[src/rtl/uart_tx_port.sv]
// Memory-mapped 8N1 UART transmitter: stores push bytes into a FIFO that the
// frame FSM drains LSB first onto UART_RXD_OUT, back-to-back when bytes are waiting.
module uart_tx_port #(
    parameter int CLK_FREQ   = 100_000_000,
    parameter int BAUD       = 115200,
    parameter int FIFO_DEPTH = 16
) (
    input  logic                               CLK,
    input  logic                               RST,
    input  logic                               write_en,
    input  logic [7:0]                         write_data,
    output logic                               full,
    output logic                               busy,
    output logic                               overflow,
    output logic [$clog2(FIFO_DEPTH+1)-1:0]    fifo_count,
    output logic                               UART_RXD_OUT
);
    localparam int CLKS_PER_BIT = CLK_FREQ / BAUD;
    localparam int CW = (CLKS_PER_BIT > 1) ? $clog2(CLKS_PER_BIT) : 1;
    localparam int PW = $clog2(FIFO_DEPTH);
    localparam int NW = $clog2(FIFO_DEPTH + 1);
    localparam logic [CW-1:0] BIT_END = CW'(CLKS_PER_BIT - 1);

    typedef enum logic [1:0] {S_IDLE, S_START, S_DATA, S_STOP} state_t;

    state_t          state_q, state_d;
    logic [CW-1:0]   baud_q, baud_d;
    logic [2:0]      bit_idx_q, bit_idx_d;
    logic [7:0]      shift_q, shift_d;
    logic            line_q, line_d;
    logic [PW-1:0]   wr_ptr_q, wr_ptr_d;
    logic [PW-1:0]   rd_ptr_q, rd_ptr_d;
    logic [NW-1:0]   count_q, count_d;
    logic            full_q, full_d;
    logic            overflow_q, overflow_d;
    logic [7:0]      fifo_mem [FIFO_DEPTH];

    logic            bit_end;
    logic            push;
    logic            pop;

    assign bit_end = (baud_q == BIT_END);
    // Acceptance uses the registered full flag, so a same-edge pop never rescues a write.
    assign push    = write_en && !full_q;

    always_ff @(posedge CLK) begin
        if (RST) begin
            state_q    <= S_IDLE;
            baud_q     <= '0;
            bit_idx_q  <= '0;
            shift_q    <= '0;
            line_q     <= 1'b1;
            wr_ptr_q   <= '0;
            rd_ptr_q   <= '0;
            count_q    <= '0;
            full_q     <= 1'b0;
            overflow_q <= 1'b0;
        end else begin
            state_q    <= state_d;
            baud_q     <= baud_d;
            bit_idx_q  <= bit_idx_d;
            shift_q    <= shift_d;
            line_q     <= line_d;
            wr_ptr_q   <= wr_ptr_d;
            rd_ptr_q   <= rd_ptr_d;
            count_q    <= count_d;
            full_q     <= full_d;
            overflow_q <= overflow_d;
        end
    end

    always_ff @(posedge CLK) begin
        if (push) begin
            fifo_mem[wr_ptr_q] <= write_data;
        end
    end

    always_comb begin
        state_d = state_q;
        case (state_q)
            S_IDLE:  if (count_q != '0) state_d = S_START;
            S_START: if (bit_end) state_d = S_DATA;
            S_DATA:  if (bit_end && bit_idx_q == 3'd7) state_d = S_STOP;
            S_STOP:  if (bit_end) state_d = (count_q != '0) ? S_START : S_IDLE;
            default: state_d = S_IDLE;
        endcase
    end

    always_comb begin
        pop = (state_q == S_IDLE || (state_q == S_STOP && bit_end)) && (count_q != '0);

        baud_d = (state_q == S_IDLE || bit_end) ? '0 : baud_q + CW'(1);

        bit_idx_d = bit_idx_q;
        if (state_q == S_START) begin
            bit_idx_d = 3'd0;
        end else if (state_q == S_DATA && bit_end) begin
            bit_idx_d = bit_idx_q + 3'd1;
        end

        shift_d = pop ? fifo_mem[rd_ptr_q] : shift_q;

        // The line is registered from the next state so it changes on the same edge as the FSM.
        case (state_d)
            S_START: line_d = 1'b0;
            S_DATA:  line_d = shift_d[bit_idx_d];
            default: line_d = 1'b1;
        endcase

        wr_ptr_d   = wr_ptr_q + PW'(push);
        rd_ptr_d   = rd_ptr_q + PW'(pop);
        count_d    = count_q + NW'(push) - NW'(pop);
        full_d     = (count_d == NW'(FIFO_DEPTH));
        overflow_d = overflow_q | (write_en & full_q);
    end

    assign UART_RXD_OUT = line_q;
    assign full         = full_q;
    assign overflow     = overflow_q;
    assign fifo_count   = count_q;
    assign busy         = (state_q != S_IDLE) || (count_q != '0);

endmodule

[config.mk]
export PLATFORM = sky130hd
export DESIGN_NAME = uart_tx_port
export DESIGN_NICKNAME = d
export VERILOG_FILES = /design/src/rtl/uart_tx_port.sv
export SDC_FILE = /design/constraint.sdc
export NUM_CORES = 1
export LEC_CHECK = 0
export ABC_CLOCK_PERIOD_IN_PS = 8050
export CAP_MARGIN = 15
export CORE_UTILIZATION = 60
export CTS_BUF_LIST = sky130_fd_sc_hd__clkbuf_8 sky130_fd_sc_hd__clkbuf_16
export DETAILED_ROUTE_END_ITERATION = 8
export MAX_ROUTING_LAYER = met4
export PLACE_DENSITY_LB_ADDON = 0.05
export SETUP_SLACK_MARGIN = 0.3
export SLEW_MARGIN = 20
export SYNTH_ARGS = -nofsm -noshare
export SYNTH_HDL_FRONTEND = slang
export SYNTH_SLANG_ARGS = --single-unit
[constraint.sdc]
create_clock -name CLK -period 8.05 [get_ports CLK]
set_clock_uncertainty 0.05 [all_clocks]
set_input_delay 0.805 -clock CLK [delete_from_list [all_inputs] [get_ports CLK]]
set_output_delay 0.805 -clock CLK [all_outputs]
set_load 0.02 [all_outputs]
### Word level (Yosys, flattened, before mapping)

Memory sizes are Yosys's and may differ from the RTL's. A register that Yosys moved wholly into a read port is not among the register bits.
Cells that the tools add are included.

| word-level totals | value |
|---|---|
| flip-flop bits (word level) | 39 |
| memory bits (writable) | 128 |
| input port bits | 11 |
| output and inout port bits | 9 |
| logic and storage cells | 56 |
| memories | 1 |

Memories:

| name | words | bits a word | read ports | clocked after Yosys merged registers in | wr ports | RTL line | RTL |
|---|---|---|---|---|---|---|---|
| fifo_mem | 16 | 8 | 1 | 1 | 1 | 36 | `logic [7:0] fifo_mem [FIFO_DEPTH];` |

| cells by class | value |
|---|---|
| $add $sub $neg | 6 |
| order comparisons | 1 |
| eq/ne operators | 8 |
| muxes and demuxes | 15 |
| bitwise operators | 2 |
| reduce and logical (&&, ||, !) cells | 13 |

Operators by type and width:

| kind | number |
|---|---|
| adder 10 x 1 -> 10 bit (second input constant) | 1 |
| equality test 10 bit (second input constant) | 1 |
| adder 4 x 1 -> 4 bit | 2 |
| 2-to-1 mux 2 bit | 4 |
| 2-to-1 mux 8 bit | 1 |
| case mux 2 bit (4 select lines) | 1 |
| equality test 2 bit (second input constant) | 3 |
| 2-to-1 mux 3 bit | 2 |
| adder 5 x 1 -> 5 bit | 1 |
| equality test 5 bit (second input constant) | 1 |
| logical AND 1 bit | 5 |
| nonzero test 5 bit | 1 |
| subtractor 5 x 1 -> 5 bit | 1 |
| equality test 2 x 1 -> 1 bit (second input constant) | 2 |
| less-than comparator 3 x 4 -> 1 bit (second input constant) | 1 |
| 2-to-1 mux 1 bit | 4 |
| 2-to-1 mux 4 bit | 1 |
| adder 3 x 1 -> 3 bit (second input constant) | 1 |
| binary-select mux 1 bit (select 3 bit) | 1 |
| equality test 3 bit (second input constant) | 1 |
| logical OR 1 bit | 3 |
| zero test 2 bit | 1 |
| case mux 1 bit (2 select lines) | 1 |
| nonzero test 2 bit | 1 |
| other kinds (4) | 4 |

### Depth between registers and ports, before layout

Gate-level depths: netlist (run 1).

| logic depth | value |
|---|---|
| depth in word-level cells | 8 |
| depth in mapped cells | 17 |
| mapped depth without buffers | 15 |

### Worst setup path after synthesis (run 1)

OpenSTA, ideal clock, no wires.

| timing | value |
|---|---|
| path type | register to register |
| start | reg count_q[3] (netlist: fifo_count[3]) |
| end | reg full_q (netlist: full) |
| setup time | 0.131 ns |
| arrival time | 3.091 ns |
| required time | 7.869 ns |
| path slack | 4.778 ns |
| stages on the path, launching flop included | 18 |
| buffers on the path | 2 |
| period minus slack after synthesis | 3.272 ns |
| cells stage by stage | dfxtp_1 inv_1 ha_1 nor4b_1 or2_2 buf_2 buf_1 nand2_1 nand2_1 ha_1 inv_1 fa_1 inv_1 a21oi_1 nor2_1 nor2_1 xnor2_1 nor3_1 |

| on the way | value |
|---|---|
| cells in the longest elaborated chain, start to end | 4 |
| elaborated cells between the ends (all ways) | 5 |
| those cells by class | add/sub (2); eq/ne (1); reduce/logical (2) |

Ends and longest elaborated chain:

| item | RTL line | RTL |
|---|---|---|
| start, declared | 33 | `logic [NW-1:0] count_q, count_d;` |
| start signal, assigned | 66 | `count_q <= count_d;` |
| branches (longest 2 deep; another with adder 5 x 1 -> 5 bit) | - |  |
| subtractor 5 x 1 -> 5 bit * | 112 | `count_d = count_q + NW'(push) - NW'(pop);` |
| equality test 5 bit * | 113 | `full_d = (count_d == NW'(FIFO_DEPTH));` |
| end signal, assigned | 67 | `full_q <= full_d;` |
| end, declared | 34 | `logic full_q, full_d;` |

Mark *: on every way between the ends.
A chain may end at the register's enable or synchronous reset.

### Final worst setup path (run 1)

| timing | value |
|---|---|
| start | reg baud_q[0] |
| end | reg full_q (netlist: full) |

| on the way | value |
|---|---|
| cells in the longest elaborated chain, start to end | 6 |

Ends and longest elaborated chain:

| item | RTL line | RTL |
|---|---|---|
| start, declared | 27 | `logic [CW-1:0] baud_q, baud_d;` |
| start signal, assigned | 60 | `baud_q <= baud_d;` |
| equality test 10 bit | 42 | `assign bit_end = (baud_q == BIT_END);` |
| logical AND 1 bit | 90 | `pop = (state_q == S_IDLE \|\| (state_q == S_STOP && bit_end)) && (count_q != '0);` |
| logical OR 1 bit | 90 |  |
| logical AND 1 bit | 90 |  |
| subtractor 5 x 1 -> 5 bit | 112 |  |
| equality test 5 bit | 113 |  |

Every way passes these cells.

==> impl_metrics.csv, run 1 <==
group,metric,value,unit
drt,routed_wl,12900,um
floorplanning,dieArea,0.0118,mm^2
yosys,syn-cell-area,0.00685,mm^2
grt,grt_pass1_wl,20300,um
timing,fin_setup_tns,0,ns
yosys,yosysSeqAreaShare,0.675,
grt,grt_overflow,0,
placement,gp_congestion,0.778,
clock_tree,cts_buffers,17,
clock_tree,tritoncts,"built",
setup_path,crit_buf_inv,2,
yosys,synth.area.top_cells,"edfxtp_1, dfxtp_1, mux4_2",
timing,slew_headroom,0.422,
floorplanning,die_width,109,um
run_status,status,"finished, final reports clean",
layout,diodes,0,
yosys,avgSynthCellArea,15.5,um^2
timing,fin_crit_sh,0.386,
yosys,synth_top_cell_area_share,0.561,
power_and_ir_drop,leakage,2.58,nW
yosys,yosysWarningCount,0,
clock_tree,cts_resized,0,
timing,period_needed,3.11,ns
drt,drtIter0Drc,352,
floorplanning,io_pins,20,
setup_path,cp_max_fo,17,
grt,grt_max_degree,34,
yosys,synth_cell_types,56,
timing,setup_viol,0,
timing,rsz0062_at_grt,"no",
setup_path,worstPathRequired,8.30,ns
layout,drive_above_1_share,0.166,
yosys,synth_area_leader_cell,"edfxtp_1",
drt,drc_errors,0,
setup_path,worstSetupStartpointType,"flip-flop",
yosys,ys_ff_latch,167,
floorplanning,core,0.0110,mm^2
placement,dp_hpwl,8340,um
floorplanning,chipHeight,109,um
drt,vias_per_cell,5.92,
min_path,min_path_type,"flip-flop to flip-flop",
layout,nets,491,
clock_tree,cts_sinks,167,
floorplanning,rows,38,
run,maxCapViolations,0,
grt,antenna_found_initial,0,
grt,grt_pass1_vias,3667,
drt,firstDrtPassIters,5,
yosys,synth_edf_count,128,
setup_path,slowest_stage,"o41a_1",
timing,fmax,322,MHz
clock_tree,root_buffer,"clkbuf_16",
yosys,async_flop_share,0,
drt,wl_per_cell,20.8,um
clock_tree,clk_pin_slew,0.06,ns
grt,track_usage,0.257,
clock_tree,htreeDepth,4,
setup_path,cpLargestDelayFamily,"simple AND/OR/NAND/NOR gates",
yosys,synth-main-ff-cell,"edfxtp_1",
layout,area_delta_synth_final,13.2,%
layout,final_util,0.706,
clock_tree,post_cts_buffers,0,
floorplanning,start_util,0.624,
timing,tightest_slew,0.864,ns
power_and_ir_drop,powerDensity,301,mW/mm^2
power_and_ir_drop,vdd_ir_drop_max,0.196,mV
clock_tree,clkLatencyLatePin,0.43,ns
clock_tree,holdBufCountCts,0,
setup_path,max_stage_delay,0.48,ns
placement,port_buffers,19,
setup_path,worstSetupPathType,"flip-flop to flip-flop",
clock_tree,max-clock-path-buffers,2,
timing,slew_violations,0,
timing,finalHoldViolCount,0,
setup_path,worstPathArrival,3.35,ns
setup_path,cp-end-kind,"flip-flop",
drt,postRouteAntennaNets,0,
yosys,syn_inst,442,
setup_path,worstPathCellList,"ha_1, nand4b_1, o41a_1, or2_2, nand2_1, nand2_1, ha_1, inv_1, fa_1, inv_1, a21oi_1, nor2_1, nor2_1, xnor2_1, nor3_1",
yosys,synth_fp_nets,465,
drt,dr_total_vias,3676,
-- kinds of logic after synthesis --
| family | synth area share |
|---|---|
| AO/OA/AOI/OAI | 0.0594 |
| XOR/XNOR | 0.0230 |
| buffers and inverters | 0.0217 |
| flip-flops | 0.675 |
| adder cells (fa/ha/maj) | 0.0230 |
| multiplexers | 0.114 |
| AND/OR/NAND/NOR | 0.0842 |
-- per-layer routing --
layer  GRT usage  vias to the layer above  share of wire
li1            -                     1741              -
met1       0.333                     1818           0.44
met2       0.379                       90           0.48
met3      0.0675                       27          0.059
met4       0.127                        0          0.027
met5           -                        -              0
-- state kept, by name (all words and copies together) (netlist names) --
signal	cells
state_q	2
wr_ptr_q	4
rd_ptr_q	4
baud_q	10
UART_RXD_OUT	1
fifo_count	5
overflow	1
fifo_mem	128
bit_idx_q	3
full	1
shift_q	8
-- metrics by stage --
step	total power, mW	hold slack (ns)	setup WS [ns]	area [um^2]	std cells
2_1_floorplan	1.41	0.376	4.78	6850	442
3_3_place_gp	1.55	0.389	4.82	7170	589
3_5_place_dp	1.56	0.400	4.78	7170	589
4_1_cts	2.35	0.414	4.92	7750	621
5_1_grt	2.44	0.445	4.71	7750	621
6_report	2.33	0.409	4.94	7750	621
-- worst reg2reg max path, cell delays in order, from the launching register on --
cell and delay [ns]:
dfxtp_1 0.37, ha_1 0.23, nand4b_1 0.20, o41a_1 0.48, or2_2 0.47, nand2_1 0.12
nand2_1 0.06, ha_1 0.19, inv_1 0.07, fa_1 0.19, inv_1 0.05, a21oi_1 0.13
nor2_1 0.05, nor2_1 0.11, xnor2_1 0.15, nor3_1 0.07
-- cells in the mapped netlist, types with 3 or more instances --
cell type and n:
a21oi_1 10, a22oi_1 10, buf_1 6, buf_2 5
buf_4 3, clkbuf_1 4, dfxtp_1 39, edfxtp_1 128
ha_1 11, inv_1 14, mux2i_1 8, mux4_2 30
nand2_1 25, nand2b_1 5, nand3_1 9, nor2_1 55
nor2b_1 6, nor3_1 6, o21ai_0 5, or3_1 3
xnor2_1 10, xor2_1 8
-- path summary, 6_finish.rpt --
check,startpoint,endpoint,slack [ns],cells past startpoint
max,baud_q[0],full,4.94,15
min,baud_q[0],baud_q[0],0.41,1
min reg2reg,baud_q[0],baud_q[0],0.41,1
max reg2reg,baud_q[0],full,4.94,15
-- power by group --
part	switching (mW)	internal, mW	total (mW)	leakage [nW]
combinational	0.267	0.227	0.494	0.819
clock	0.334	0.457	0.791	0.282
sequential	0.0537	0.992	1.05	1.48
-- cell usage in the layout (no fill, tap or decap), types with 6 or more instances in the layout --
cell             instances
inv_1                   16
xor2_1                   8
mux2i_1                  8
a22oi_1                 10
xnor2_1                 10
buf_4                    7
a21oi_1                 10
dfxtp_1                 38
nand2_1                 25
nand3_1                  9
nor2b_1                  6
ha_1                    11
mux4_2                  30
clkdlybuf4s50_1         19
edfxtp_1               128
nor2_1                  55
clkbuf_16               17
-- area by class of cell --
| class | instances | area (um^2) |
|---|---|---|
| Sequential cell | 167 | 4630 |
| Timing Repair Buffer | 26 | 243 |
| Clock buffer | 17 | 425 |
| Inverter | 14 | 52.6 |
| Multi-Input combinational cell | 242 | 2080 |
| Clock inverter | 15 | 150 |
| Tap cell | 140 | 175 |
| Fill cell | 726 | 3230 |
Note: power is estimated with default switching activity, not from simulation.
==> run 2, diff against run 1 <==
--- a/config.mk
+++ b/config.mk
@@ -5,7 +5,7 @@
 export SDC_FILE = /design/constraint.sdc
 export NUM_CORES = 1
 export LEC_CHECK = 0
-export ABC_CLOCK_PERIOD_IN_PS = 8050
+export ABC_CLOCK_PERIOD_IN_PS = 3190
 export CAP_MARGIN = 15
 export CORE_UTILIZATION = 60
 export CTS_BUF_LIST = sky130_fd_sc_hd__clkbuf_8 sky130_fd_sc_hd__clkbuf_16
==> constraint.sdc (replaced) <==
create_clock -name CLK -period 3.19 [get_ports CLK]
set_clock_uncertainty 0.05 [all_clocks]
set_input_delay 0.319 -clock CLK [delete_from_list [all_inputs] [get_ports CLK]]
set_output_delay 0.319 -clock CLK [all_outputs]
set_load 0.02 [all_outputs]
==> impl_metrics.csv, run 2 (synthesized netlist as in run 1, its figures left out) <==
group,metric,value,unit
timing,period_needed,2.81,ns
drt,vias_per_cell,6.05,
layout,area_delta_synth_final,16.7,%
floorplanning,io_pins,20,
layout,drive_above_1_share,0.226,
drt,firstDrtPassIters,5,
floorplanning,start_util,0.624,
clock_tree,clkLatencyLatePin,0.43,ns
timing,rsz0062_at_grt,"yes",
setup_path,slowest_stage,"or3_4",
floorplanning,rows,38,
timing,setup_viol,0,
drt,dr_total_vias,3875,
layout,final_common_cell,"edfxtp_1",
setup_path,worstPathCellList,"ha_4, nand4b_1, o41a_1, or3_4, nand2_4, ha_4, inv_2, fa_2, inv_2, a21oi_2, nor2_1, nor2_1, xnor2_1, nor3_1",
clock_tree,tritoncts,"built",
setup_path,worstSetupStartpointType,"flip-flop",
power_and_ir_drop,vdd_ir_drop_max,0.754,mV
drt,postRouteAntennaNets,0,
placement,placed_cells,601,
timing,finalHoldViolCount,0,
floorplanning,die_width,109,um
setup_path,cp_max_fo,3,
grt,track_usage,0.261,
run,maxCapViolations,0,
timing,fin_setup_tns,0,ns
grt,grt_pass1_vias,3756,
timing,tightest_slew,0.791,ns
drt,drtIter0Drc,284,
setup_path,worstPathArrival,3.11,ns
layout,nets,510,
clock_tree,htreeDepth,4,
grt,grt_max_degree,37,
drt,routed_wl,13500,um
timing,fin_crit_sh,0.881,
setup_path,crit_buf_inv,2,
drt,drc_errors,0,
min_path,min_path_type,"flip-flop to flip-flop",
timing,slew_headroom,0.470,
drt,wl_per_cell,21.1,um
placement,dp_hpwl,8540,um
setup_path,worstPathRequired,3.49,ns
power_and_ir_drop,fin_total_pwr,6.07,mW
layout,reg_top3,"fifo_mem (128), baud_q (10), shift_q (8)",
timing,fmax,356,MHz
layout,stdcell_count,640,
layout,largest_reg_flops,128,
floorplanning,dieArea,0.0118,mm^2
grt,grt_pass1_wl,20600,um
setup_path,cpLargestDelayFamily,"simple AND/OR/NAND/NOR gates",
grt,antenna_found_initial,0,
setup_path,worstSetupPathType,"flip-flop to flip-flop",
timing,slew_violations,0,
clock_tree,holdBufCountCts,0,
power_and_ir_drop,leakage,2.70,nW
run_status,status,"finished, final reports clean",
placement,port_buffers,19,
setup_path,cp-end-kind,"flip-flop",
clock_tree,clk_pin_slew,0.06,ns
layout,diodes,0,
layout,final_cell_mix,"edfxtp_1, nor2_1, dfxtp_1",
grt,grt_overflow,0,
layout,top_register,"fifo_mem",
floorplanning,chipHeight,109,um
placement,gp_congestion,0.832,
floorplanning,core,0.0110,mm^2
clock_tree,max-clock-path-buffers,2,
clock_tree,root_buffer,"clkbuf_16",
setup_path,max_stage_delay,0.43,ns
clock_tree,cts_sinks,167,
power_and_ir_drop,powerDensity,760,mW/mm^2
clock_tree,cts_buffers,17,
==> run 2: changes by cell type in the layout (fill, tap and decap cells not counted), sizes merged <==
cell,change
buf,+19
clkinv,+3
clkinvlp,-3
==> run 2: path summary, 6_finish.rpt <==
kind,endpoint,slack [ns],cells past startpoint,from
setup / recovery,full,0.38,14,baud_q[1]
hold / removal,baud_q[0],0.39,1,baud_q[0]
setup reg to reg,full,0.38,14,baud_q[1]
hold reg to reg,baud_q[0],0.39,1,baud_q[0]
==> run 2: per-layer routing <==
metal / part of all wire / GRT usage / wire [um] / vias up
met3: 0.051 / 0.0699 / 690 / 21
met2: 0.50 / 0.403 / 6790 / 102
li1: - / - / - / 1784
met5: 0 / - / 0 / -
met1: 0.43 / 0.333 / 5790 / 1968
met4: 0.018 / 0.0985 / 248 / 0
==> run 2: final cells by class <==
class	count	area [um^2]
fill	683	2990
clock inverter	15	170
sequential	167	4630
multi-input combinational	242	2130
clock buffer	17	425
timing repair buffer	45	410
inverter	14	52.6
tap	140	175
==> run 2: report_power, final <==
part	internal, mW	switching, mW	total, mW
sequential	2.50	0.102	2.61
clock	1.17	0.878	2.05
combinational	0.669	0.747	1.42
==> run 2: through the flow <==
| step | util | worst slack (ns) | cell area [um^2] | hold WS [ns] |
|---|---|---|---|---|
| after floorplan | - | 0.300 | 6870 | 0.368 |
| after global routing | 0.728 | 0.272 | 7990 | 0.415 |
| after global placement | 0.664 | 0.323 | 7300 | 0.392 |
| after CTS | 0.721 | 0.358 | 7920 | 0.385 |
| final | 0.728 | 0.380 | 7990 | 0.395 |
| after detailed placement | 0.664 | 0.221 | 7300 | 0.412 |
==> run 2: repair_timing <==
action / CTS / global route
gates cloned: 0 / 0
endpoints found under the hold margin: 0 / 0
pin swaps: 3 / 9
gates resized for setup: 3 / 11
setup endpoints to repair: 2 / 2
setup buffers: 2 / 5
==> run 3, diff against run 2 <==
--- a/config.mk
+++ b/config.mk
@@ -12,7 +12,7 @@
 export DETAILED_ROUTE_END_ITERATION = 8
 export MAX_ROUTING_LAYER = met4
 export PLACE_DENSITY_LB_ADDON = 0.05
-export SETUP_SLACK_MARGIN = 0.3
+export SETUP_SLACK_MARGIN = 0.15
 export SLEW_MARGIN = 20
 export SYNTH_ARGS = -nofsm -noshare
 export SYNTH_HDL_FRONTEND = slang
==> impl_metrics.csv, run 3 (synthesized netlist as in run 1, its figures left out) <==
group,metric,value,unit
min_path,min_path_cells,1,
timing,worst_hold_slack,0.411,ns
timing,rsz0062_at_grt,"no",
setup_path,cpLargestDelayFamily,"simple AND/OR/NAND/NOR gates",
floorplanning,core,0.0110,mm^2
floorplanning,chipHeight,109,um
placement,port_buffers,19,
floorplanning,io_pins,20,
setup_path,slowest_stage,"o41a_1",
floorplanning,dieArea,0.0118,mm^2
power_and_ir_drop,sw_frac_of_total,0.279,
floorplanning,start_util,0.624,
setup_path,regToRegSetupSlack,0.35,ns
timing,fin_crit_sh,0.892,
layout,reg_top3,"fifo_mem (128), baud_q (10), shift_q (8)",
timing,fmax,352,MHz
timing,finalHoldViolCount,0,
setup_path,worstPathCellList,"ha_4, nand4b_1, o41a_1, buf_4, or2_2, nand2_1, nand2_1, ha_1, inv_1, fa_1, inv_1, a21oi_1, nor2_1, nor2_1, xnor2_1, nor3_1",
run_status,status,"finished, final reports clean",
clock_tree,clk_pin_slew,0.06,ns
grt,grt_max_degree,33,
layout,largest_reg_flops,128,
power_and_ir_drop,vdd_ir_drop_max,0.567,mV
timing,slew_violations,0,
grt,antenna_found_initial,0,
layout,area_delta_synth_final,15.7,%
grt,grt_pass1_wl,20700,um
grt,grt_overflow,0,
drt,dr_total_vias,3863,
clock_tree,root_buffer,"clkbuf_16",
setup_path,reg2reg_to,"full",
clock_tree,cts_buffers,17,
min_path,min_path_type,"flip-flop to flip-flop",
floorplanning,die_width,109,um
drt,drc_errors,0,
placement,gp_congestion,0.803,
power_and_ir_drop,power.switching,1.66,mW
clock_tree,cts_sinks,167,
timing,period_needed,2.84,ns
timing,fin_setup_tns,0,ns
clock_tree,tritoncts,"built",
timing,tightest_slew,0.817,ns
setup_path,cp_max_fo,3,
setup_path,max_stage_delay,0.39,ns
layout,diodes,0,
grt,grt_pass1_vias,3757,
clock_tree,holdBufCountCts,0,
power_and_ir_drop,leakage,2.66,nW
grt,track_usage,0.260,
clock_tree,htreeDepth,4,
drt,firstDrtPassIters,5,
timing,setup_viol,0,
floorplanning,rows,38,
layout,final_common_cell,"edfxtp_1",
power_and_ir_drop,internal-power,4.29,mW
layout,seq_area,0.00463,mm^2
setup_path,worstSetupStartpointType,"flip-flop",
layout,multi_input_area,0.00210,mm^2
layout,top_register,"fifo_mem",
power_and_ir_drop,powerDensity,751,mW/mm^2
drt,wl_per_cell,21.0,um
clock_tree,clkLatencyLatePin,0.42,ns
setup_path,worstPathRequired,3.44,ns
setup_path,timing.rr.start,"baud_q[1]",
setup_path,worstSetupPathType,"flip-flop to flip-flop",
power_and_ir_drop,seqPwrFrac,0.440,
layout,nets,508,
min_path,hold_start,"baud_q[0]",
layout,drive_above_1_share,0.203,
setup_path,crit_buf_inv,3,
min_path,hold_end,"baud_q[0]",
drt,drtIter0Drc,455,
clock_tree,max-clock-path-buffers,2,
drt,postRouteAntennaNets,0,
power_and_ir_drop,power.share.clock,0.334,
power_and_ir_drop,fin_total_pwr,5.95,mW
placement,dp_hpwl,8770,um
timing,slew_headroom,0.453,
setup_path,reg2regPathDepth,16,
run,maxCapViolations,0,
drt,vias_per_cell,6.06,
layout,fillers,693,
layout,final_cell_mix,"edfxtp_1, nor2_1, dfxtp_1",
drt,routed_wl,13400,um
setup_path,worstPathArrival,3.10,ns
setup_path,cp-end-kind,"flip-flop",
power_and_ir_drop,combPwrFrac,0.226,
==> run 3: cell types whose count changed in the layout (fill, tap and decap cells not counted), moves of 2 or more <==
cell,change
clkinvlp_4,+3
inv_1,+3
buf_4,-2
clkinv_4,-2
inv_2,-2
inv_8,-2
nand2_1,+2
==> run 3: power groups by stage <==
| stage | logic (mW) | clock network (mW) | registers, mW |
|---|---|---|---|
| 2_1_floorplan | 0.916 | 0 | 2.66 |
| 3_3_place_gp | 1.30 | 0 | 2.65 |
| 3_5_place_dp | 1.33 | 0 | 2.66 |
| 4_1_cts | 1.34 | 2.02 | 2.62 |
| 5_1_grt | 1.48 | 2.11 | 2.64 |
| 6_report | 1.35 | 1.99 | 2.62 |
==> run 3: worst max-delay path by stage <==
stage,start,cells past startpoint,endpoint
global placement,baud_q[0],14,full
floorplan,baud_q[0],17,full
CTS,baud_q[0],14,full
global route,baud_q[1],16,full
detailed placement,baud_q[0],14,full
finish,baud_q[1],16,full
==> run 3: cell type report <==
cell class              instances  share of cell area
repair buffers                 43              0.0499
flip-flops and latches        167               0.584
clock buffers                  17              0.0537
clock inverters                14              0.0191
multi-input cells             242               0.265
well taps                     140              0.0221
inverters                      14             0.00663
==> run 3: timing repair <==
item                                    4_1_cts  5_1_grt
endpoints found under the setup margin        2        2
endpoints found under the hold margin         0        0
resized for setup                             0        4
pin swaps                                     1        2
setup buffers                                 1        3
==> run 3: layer usage <==
layer / vias up / wire length, um / track usage
li1: 1781 / - / -
met1: 1960 / 5770 / 0.329
met2: 106 / 6830 / 0.417
met3: 16 / 609 / 0.0580
met4: 0 / 175 / 0.0927
met5: - / 0 / -
==> run 3: worst register-to-register path: stages, from the launching register on <==
cell,delay (ns)
dfxtp_1,0.38
ha_4,0.16
nand4b_1,0.14
o41a_1,0.39
buf_4,0.16
or2_2,0.28
nand2_1,0.07
nand2_1,0.06
ha_1,0.20
inv_1,0.07
fa_1,0.20
inv_1,0.05
a21oi_1,0.14
nor2_1,0.06
nor2_1,0.11
xnor2_1,0.15
nor3_1,0.07
==> run 3: per-stage QoR <==
step,utilization,instance area [um^2],cells,setup slack [ns]
2_1_floorplan,-,6860,442,0.202
3_3_place_gp,0.665,7300,602,0.246
3_5_place_dp,0.665,7300,602,0.115
4_1_cts,0.718,7890,634,0.157
5_1_grt,0.722,7930,637,0.154
6_report,0.722,7930,637,0.346
